## src/rtl/audio_out_sequencer.sv

```systemverilog
// Paces stereo samples from two FWFT audio FIFOs onto a fixed-rate output,
// saturating each word and flagging periods where no full pair was available.
module audio_out_sequencer #(
    parameter int DATA_SIZE  = 32,
    parameter int OUT_WIDTH  = 16,
    parameter int SAMPLE_DIV = 16
) (
    input  logic                 clock,
    input  logic                 reset,
    input  logic                 enable,
    input  logic                 left_audio_empty,
    input  logic                 right_audio_empty,
    input  logic [DATA_SIZE-1:0] left_audio_dout,
    input  logic [DATA_SIZE-1:0] right_audio_dout,
    output logic                 left_audio_rd_en,
    output logic                 right_audio_rd_en,
    output logic                 out_valid,
    output logic [OUT_WIDTH-1:0] out_left,
    output logic [OUT_WIDTH-1:0] out_right,
    output logic                 underrun,
    output logic [15:0]          underrun_count
);

    typedef enum logic {
        ST_EMPTY  = 1'b0,
        ST_LOADED = 1'b1
    } state_t;

    localparam logic [15:0] CNT_LAST = 16'(SAMPLE_DIV - 1);

    state_t                 state_q;
    logic [15:0]            cnt_q;
    logic [15:0]            cnt_d;
    logic [DATA_SIZE-1:0]   buf_left_q;
    logic [DATA_SIZE-1:0]   buf_right_q;
    logic [OUT_WIDTH-1:0]   out_left_q;
    logic [OUT_WIDTH-1:0]   out_right_q;
    logic                   out_valid_q;
    logic                   underrun_q;
    logic [15:0]            underrun_count_q;
    logic                   tick_s;
    logic                   rd_en_s;

    // The word fits when every bit above the output sign bit copies it.
    function automatic logic [OUT_WIDTH-1:0] saturate(input logic [DATA_SIZE-1:0] v);
        logic [DATA_SIZE-OUT_WIDTH:0] top;
        top = v[DATA_SIZE-1:OUT_WIDTH-1];
        if ((top == {(DATA_SIZE-OUT_WIDTH+1){1'b0}}) || (top == {(DATA_SIZE-OUT_WIDTH+1){1'b1}})) begin
            saturate = v[OUT_WIDTH-1:0];
        end else if (v[DATA_SIZE-1]) begin
            saturate = {1'b1, {(OUT_WIDTH-1){1'b0}}};
        end else begin
            saturate = {1'b0, {(OUT_WIDTH-1){1'b1}}};
        end
    endfunction

    // Period tick, pop strobe and next counter value.
    always_comb begin
        tick_s  = enable && (cnt_q == CNT_LAST);
        rd_en_s = reset && enable && (state_q == ST_EMPTY)
                  && !left_audio_empty && !right_audio_empty;
        if (!enable) begin
            cnt_d = 16'd0;
        end else if (tick_s) begin
            cnt_d = 16'd0;
        end else begin
            cnt_d = cnt_q + 16'd1;
        end
    end

    // Sample-period counter.
    always_ff @(posedge clock or negedge reset) begin
        if (!reset) begin
            cnt_q <= 16'd0;
        end else begin
            cnt_q <= cnt_d;
        end
    end

    // Pair-buffer FSM with registered sample, strobe and underrun outputs.
    always_ff @(posedge clock or negedge reset) begin
        if (!reset) begin
            state_q          <= ST_EMPTY;
            buf_left_q       <= {DATA_SIZE{1'b0}};
            buf_right_q      <= {DATA_SIZE{1'b0}};
            out_left_q       <= {OUT_WIDTH{1'b0}};
            out_right_q      <= {OUT_WIDTH{1'b0}};
            out_valid_q      <= 1'b0;
            underrun_q       <= 1'b0;
            underrun_count_q <= 16'd0;
        end else begin
            out_valid_q <= 1'b0;
            underrun_q  <= 1'b0;
            case (state_q)
                ST_EMPTY: begin
                    if (tick_s) begin
                        out_left_q  <= {OUT_WIDTH{1'b0}};
                        out_right_q <= {OUT_WIDTH{1'b0}};
                        out_valid_q <= 1'b1;
                        underrun_q  <= 1'b1;
                        if (underrun_count_q != 16'hFFFF) begin
                            underrun_count_q <= underrun_count_q + 16'd1;
                        end
                    end
                    // A pair captured on an underrun tick plays in the next period.
                    if (rd_en_s) begin
                        buf_left_q  <= left_audio_dout;
                        buf_right_q <= right_audio_dout;
                        state_q     <= ST_LOADED;
                    end
                end
                ST_LOADED: begin
                    if (tick_s) begin
                        out_left_q  <= saturate(buf_left_q);
                        out_right_q <= saturate(buf_right_q);
                        out_valid_q <= 1'b1;
                        state_q     <= ST_EMPTY;
                    end
                end
                default: begin
                    state_q <= ST_EMPTY;
                end
            endcase
        end
    end

    assign left_audio_rd_en  = rd_en_s;
    assign right_audio_rd_en = rd_en_s;
    assign out_valid         = out_valid_q;
    assign out_left          = out_left_q;
    assign out_right         = out_right_q;
    assign underrun          = underrun_q;
    assign underrun_count    = underrun_count_q;

endmodule

```

## config.mk

```make
export PLATFORM = sky130hd
export DESIGN_NAME = audio_out_sequencer
export DESIGN_NICKNAME = d
export VERILOG_FILES = /design/src/rtl/audio_out_sequencer.sv
export SDC_FILE = /design/constraint.sdc
export NUM_CORES = 1
export LEC_CHECK = 0
export BUFFER_PORTS_ARGS = -buffer_cell sky130_fd_sc_hd__buf_2
export CAP_MARGIN = 20
export CORE_MARGIN = 4
export CORE_UTILIZATION = 58
export DETAILED_ROUTE_END_ITERATION = 7
export HOLD_SLACK_MARGIN = 0.03
export PLACE_DENSITY = 0.95
export SLEW_MARGIN = 20
export SYNTH_ARGS = -nofsm -noshare
export SYNTH_HDL_FRONTEND = slang
export SYNTH_SLANG_ARGS = --single-unit
```

## constraint.sdc

```tcl
create_clock -name clock -period 5.9 [get_ports clock]
set_input_delay 0.295 -clock clock [delete_from_list [all_inputs] [get_ports clock]]
set_output_delay 0.295 -clock clock [all_outputs]
set_load 0.02 [all_outputs]
```

* After elaboration in Yosys (flattened, before gate mapping)
Index checks and enable logic that the tools add are counted.
Storage, ports and cells: logic and storage cells 48, bits of input ports 69, output and inout bits 52, register bits after elaboration 131
Cells by class: add/subtract/negate cells 2, reduce and logical (&&, ||, !) cells 14, mux-type cells 16, bitwise logic cells 1, equal/unequal tests 6
Operators with widths (number):
- $mux W16 | 9
- $pmux W16 S2 | 2
- $eq A17 B17 Y1 const B | 2
- $logic_not A17 Y1 | 2
- $add A16 B1 Y16 const B | 2
- $eq A16 B4 Y1 const B | 1
- $ne A16 B16 Y1 const B | 1
- $logic_and A1 B1 Y1 | 5
- $mux W1 | 4
- $reduce_and A2 Y1 | 2
- $reduce_and A3 Y1 | 1
- $logic_not A1 Y1 | 2
- $logic_or A1 B1 Y1 | 2
- $ne A2 B1 Y1 const B | 1
- $ne A2 B2 Y1 const B | 1
- $pmux W1 S2 | 1
- $not A1 Y1 | 1

* Longest topological paths before layout
depth after elaboration 6, gate-level depth with buffers 9, gate-level depth less buffers 6

* Least setup slack after synthesis
OpenSTA, ideal clock, no wires.
kind reg2reg, start point register underrun_count_q[0], in the netlist underrun_count[0], end point register underrun_count_q[11], in the netlist underrun_count[11], period minus slack after synthesis 1.972 ns, path slack 3.928 ns, cell stages (with the launch flop) 7, library setup time 0.131 ns, arrival 1.841 ns, path buffers 1, cells stage by stage dfrtp_1 > ha_1 > and4_1 > a2111oi_2 > buf_2 > nand4_1 > xnor2_1
Between the ends: longest elaborated chain between the ends 2
Ends and longest elaborated chain:
- start: declaration | line 40 | logic [15:0] underrun_count_q;
- start signal: assignment | line 102 | underrun_count_q <= underrun_count_q + 16'd1;
- branches (longest 2 deep; another with $add A16 B1 Y16)
Several ways; the timed one is not identified. A chain may end at the register's enable or synchronous reset.

* Worst setup path in the final report
start point input port reset, end point output port left_audio_rd_en
Between the ends: longest elaborated chain between the ends 4
Ends and longest elaborated chain:
- start: declaration | line 9 | input logic reset,
- $logic_and A1 B1 Y1 (2 in series) | line 60 | rd_en_s = reset && enable && (state_q == ST_EMPTY)
- $logic_and A1 B1 Y1 (2 in series) | line 61 | && !left_audio_empty && !right_audio_empty;
- end: declaration | line 15 | output logic left_audio_rd_en,
No other way between the ends.

==> results.json <==
{
  "fill_cells": 511,
  "clk_pin_slew_worst_paths_ns": 0.05,
  "area_growth_pct": 33.4,
  "final_common_cell": "dfrtp_1",
  "startpoint_type": "input port",
  "dp.cells": 656,
  "power_leakage_nw": 3.55,
  "cp-startpoint": "reset",
  "drc_errors": 0,
  "clock-sinks": 131,
  "post_drt_wl_per_cell_um": 20.4,
  "tns_ns": 0,
  "grt_pass1_wl_um": 24600,
  "path_max_fanout": 77,
  "period_minus_slack_ns": 3.23,
  "first_global_vias": 4700,
  "clockRootBuffer": "clkbuf_8",
  "core_um2": 9280,
  "fmax_mhz": 309,
  "final_cell_mix": "131 x dfrtp_1, 119 x buf_2, 64 x mux2_2",
  "clockBufferDepth": 2,
  "hold_viol": 0,
  "path_class": "input port to output pin",
  "hold_start": "left_audio_dout[11]",
  "grt_setup_unrepaired": "no",
  "row_count": 35,
  "routed_wirelength_um": 15200,
  "peakVddDrop_uv": 230,
  "critPathArrivalTime_ns": 2.94,
  "cts_made_buffers": 17,
  "hold_slack_ns": 0.0377,
  "worst_setup_path_end_kind": "output pin",
  "synth_area_per_cell_um2": 13.0,
  "via_per_inst": 5.86,
  "antenna_found_initial": 1,
  "cp.required_ns": 5.61,
  "skew_ns": 0.00771,
  "cts_tree": "yes",
  "syn-cell-area_um2": 5550,
  "outcome": "finished, final reports clean",
  "max_slew_margin_pct": 36.6,
  "synthesis.instances": 426,
  "dpl_worst_slack_ns": 3.03,
  "drive_above_1_share_pct": 36.3,
  "dp_hpwl_um": 8180,
  "final_util_pct": 79.7,
  "finalMaxSlewViolations": 0,
  "ys_ff_latch": 131,
  "worst_pin_slew_ns": 0.952,
  "io_pins": 121,
  "yosys_warnings": 0,
  "power_mw": 2.61,
  "dpl_cell_area_um2": 6240,
  "stdcell_count": 744,
  "vias": 4362,
  "die_h_um": 106,
  "fin_ws_ns": 2.67,
  "port_buffers": 120,
  "drtIter0Drc": 221,
  "firstDrtPassIters": 5,
  "ctsResizeCount": 0,
  "final_nets": 673,
  "syn_nets": 497,
  "setup_viol": 0,
  "start_util_pct": 59.8,
  "ys_seq_area_share_pct": 59.1,
  "grt_max_degree": 78,
  "gp_congestion": 0.843,
  "post-route-cell-area_um2": 7400,
  "hold_class": "input port to flip-flop",
  "grt-ovfl-total": 0,
  "p_per_area_nw_per_um2": 352,
  "clk_latency_ns": 0.52,
  "die_w_um": 106,
  "cap_violations": 0,
  "synth_cell_type_count": 32,
  "finalCritPeriodShare_pct": 54.8,
  "r2r-start": "cnt_q[0]$_DFF_PN0_",
  "htreeDepth": 4,
  "grtUsageTotal_pct": 28.1,
  "ant_nets": 0,
  "dieArea_um2": 11200
}
## logic make-up after synthesis
family,count (synthesis),share of synthesized area [%]
xor gates and xnor gates,29,4.58
adders and majority gates,2,0.451
buffers and inverters,25,2.23
DFF,131,59.1
muxes,64,13.0
AOI/OAI and AO/OA,35,6.13
and+or+nand+nor,140,14.5
## synth_stat cells
cell	number	share of area, %
dfrtp_1	131	59
mux2_2	64	13
a311o_1	30	5.4
and2_0	23	2.6
nand4_1	21	2.4
nor2_1	21	1.4
xnor2_1	20	3.2
nand2_1	18	1.2
and3_1	12	1.4
nor4_1	11	1.2
clkbuf_1	10	0.68
buf_2	9	0.81
xor2_1	9	1.4
nand3_1	8	0.72
and2_1	7	0.79
and4_1	7	1.1
nor3_1	4	0.36
inv_1	3	0.20
buf_6	2	0.41
ha_1	2	0.45
nand2b_1	2	0.23
o21ai_0	2	0.18
a2111oi_2	1	0.27
a21o_1	1	0.14
and4b_1	1	0.18
and4bb_2	1	0.23
buf_4	1	0.14
nand3_2	1	0.18
nor3_2	1	0.18
nor4b_2	1	0.27
o31ai_1	1	0.14
or2_1	1	0.11
## layout make-up
class | instances | area, µm² | area share (%)
Tap cell | 129 | 161 | 2.18
Timing Repair Buffer | 179 | 1190 | 16.0
Clock buffer | 22 | 463 | 6.25
Sequential cell | 131 | 3280 | 44.3
Antenna cell | 1 | 2.50 | 0.0338
Multi-Input combinational cell | 270 | 2170 | 29.3
Clock inverter | 9 | 129 | 1.74
Inverter | 3 | 11.3 | 0.152
## per-layer routing
metal  vias up  wire (µm)  global-route usage (%)  part of all wire (%)
li1       1915          -                       -                     -
met5         -          0                       0                     0
met4         0        430                    11.0                   2.8
met1      2210       5750                    33.0                    38
met2       192       7910                    47.8                    52
met3        45       1070                    9.25                   7.1
## worst paths after layout
path                                             endpoint  slack, ns  cells past startpoint
min reg2reg                      out_left[15]$_DFFE_PN0P_       0.49                      2
max in group asynchronous         out_left[1]$_DFFE_PN0P_       4.17                      3
max                                      left_audio_rd_en       2.67                      6
min in group asynchronous  underrun_count[14]$_DFFE_PN0P_       0.47                      2
max reg2reg                       out_left[1]$_DFFE_PN0P_       3.26                      7
min                            buf_left_q[11]$_DFFE_PN0P_       0.04                      2
## where the power goes
group / internal (mW) / switching, mW
registers: 1.09 / 0.156
logic: 0.196 / 0.125
clock network: 0.673 / 0.367
## registers in the layout (all words and copies together) (netlist names)
signal and flops:
buf_left_q 32, buf_right_q 32, cnt_q 16, out_left 16
out_right 16, underrun_count 16, out_valid 1, state_q 1
underrun 1
## what timing repair did
action,4_1_cts,5_1_grt
setup buffers,0,0
hold buffers,55,1
setup endpoints to repair,0,0
endpoints found under the hold margin,129,1
## critical path: stages
cell           delay (ns)
dlygate4sd3_1        0.53
buf_4                0.73
nand2_1              0.15
nor4_2               0.17
buf_4                0.72
buf_2                0.31
Note: power is estimated with default switching activity, not from simulation.
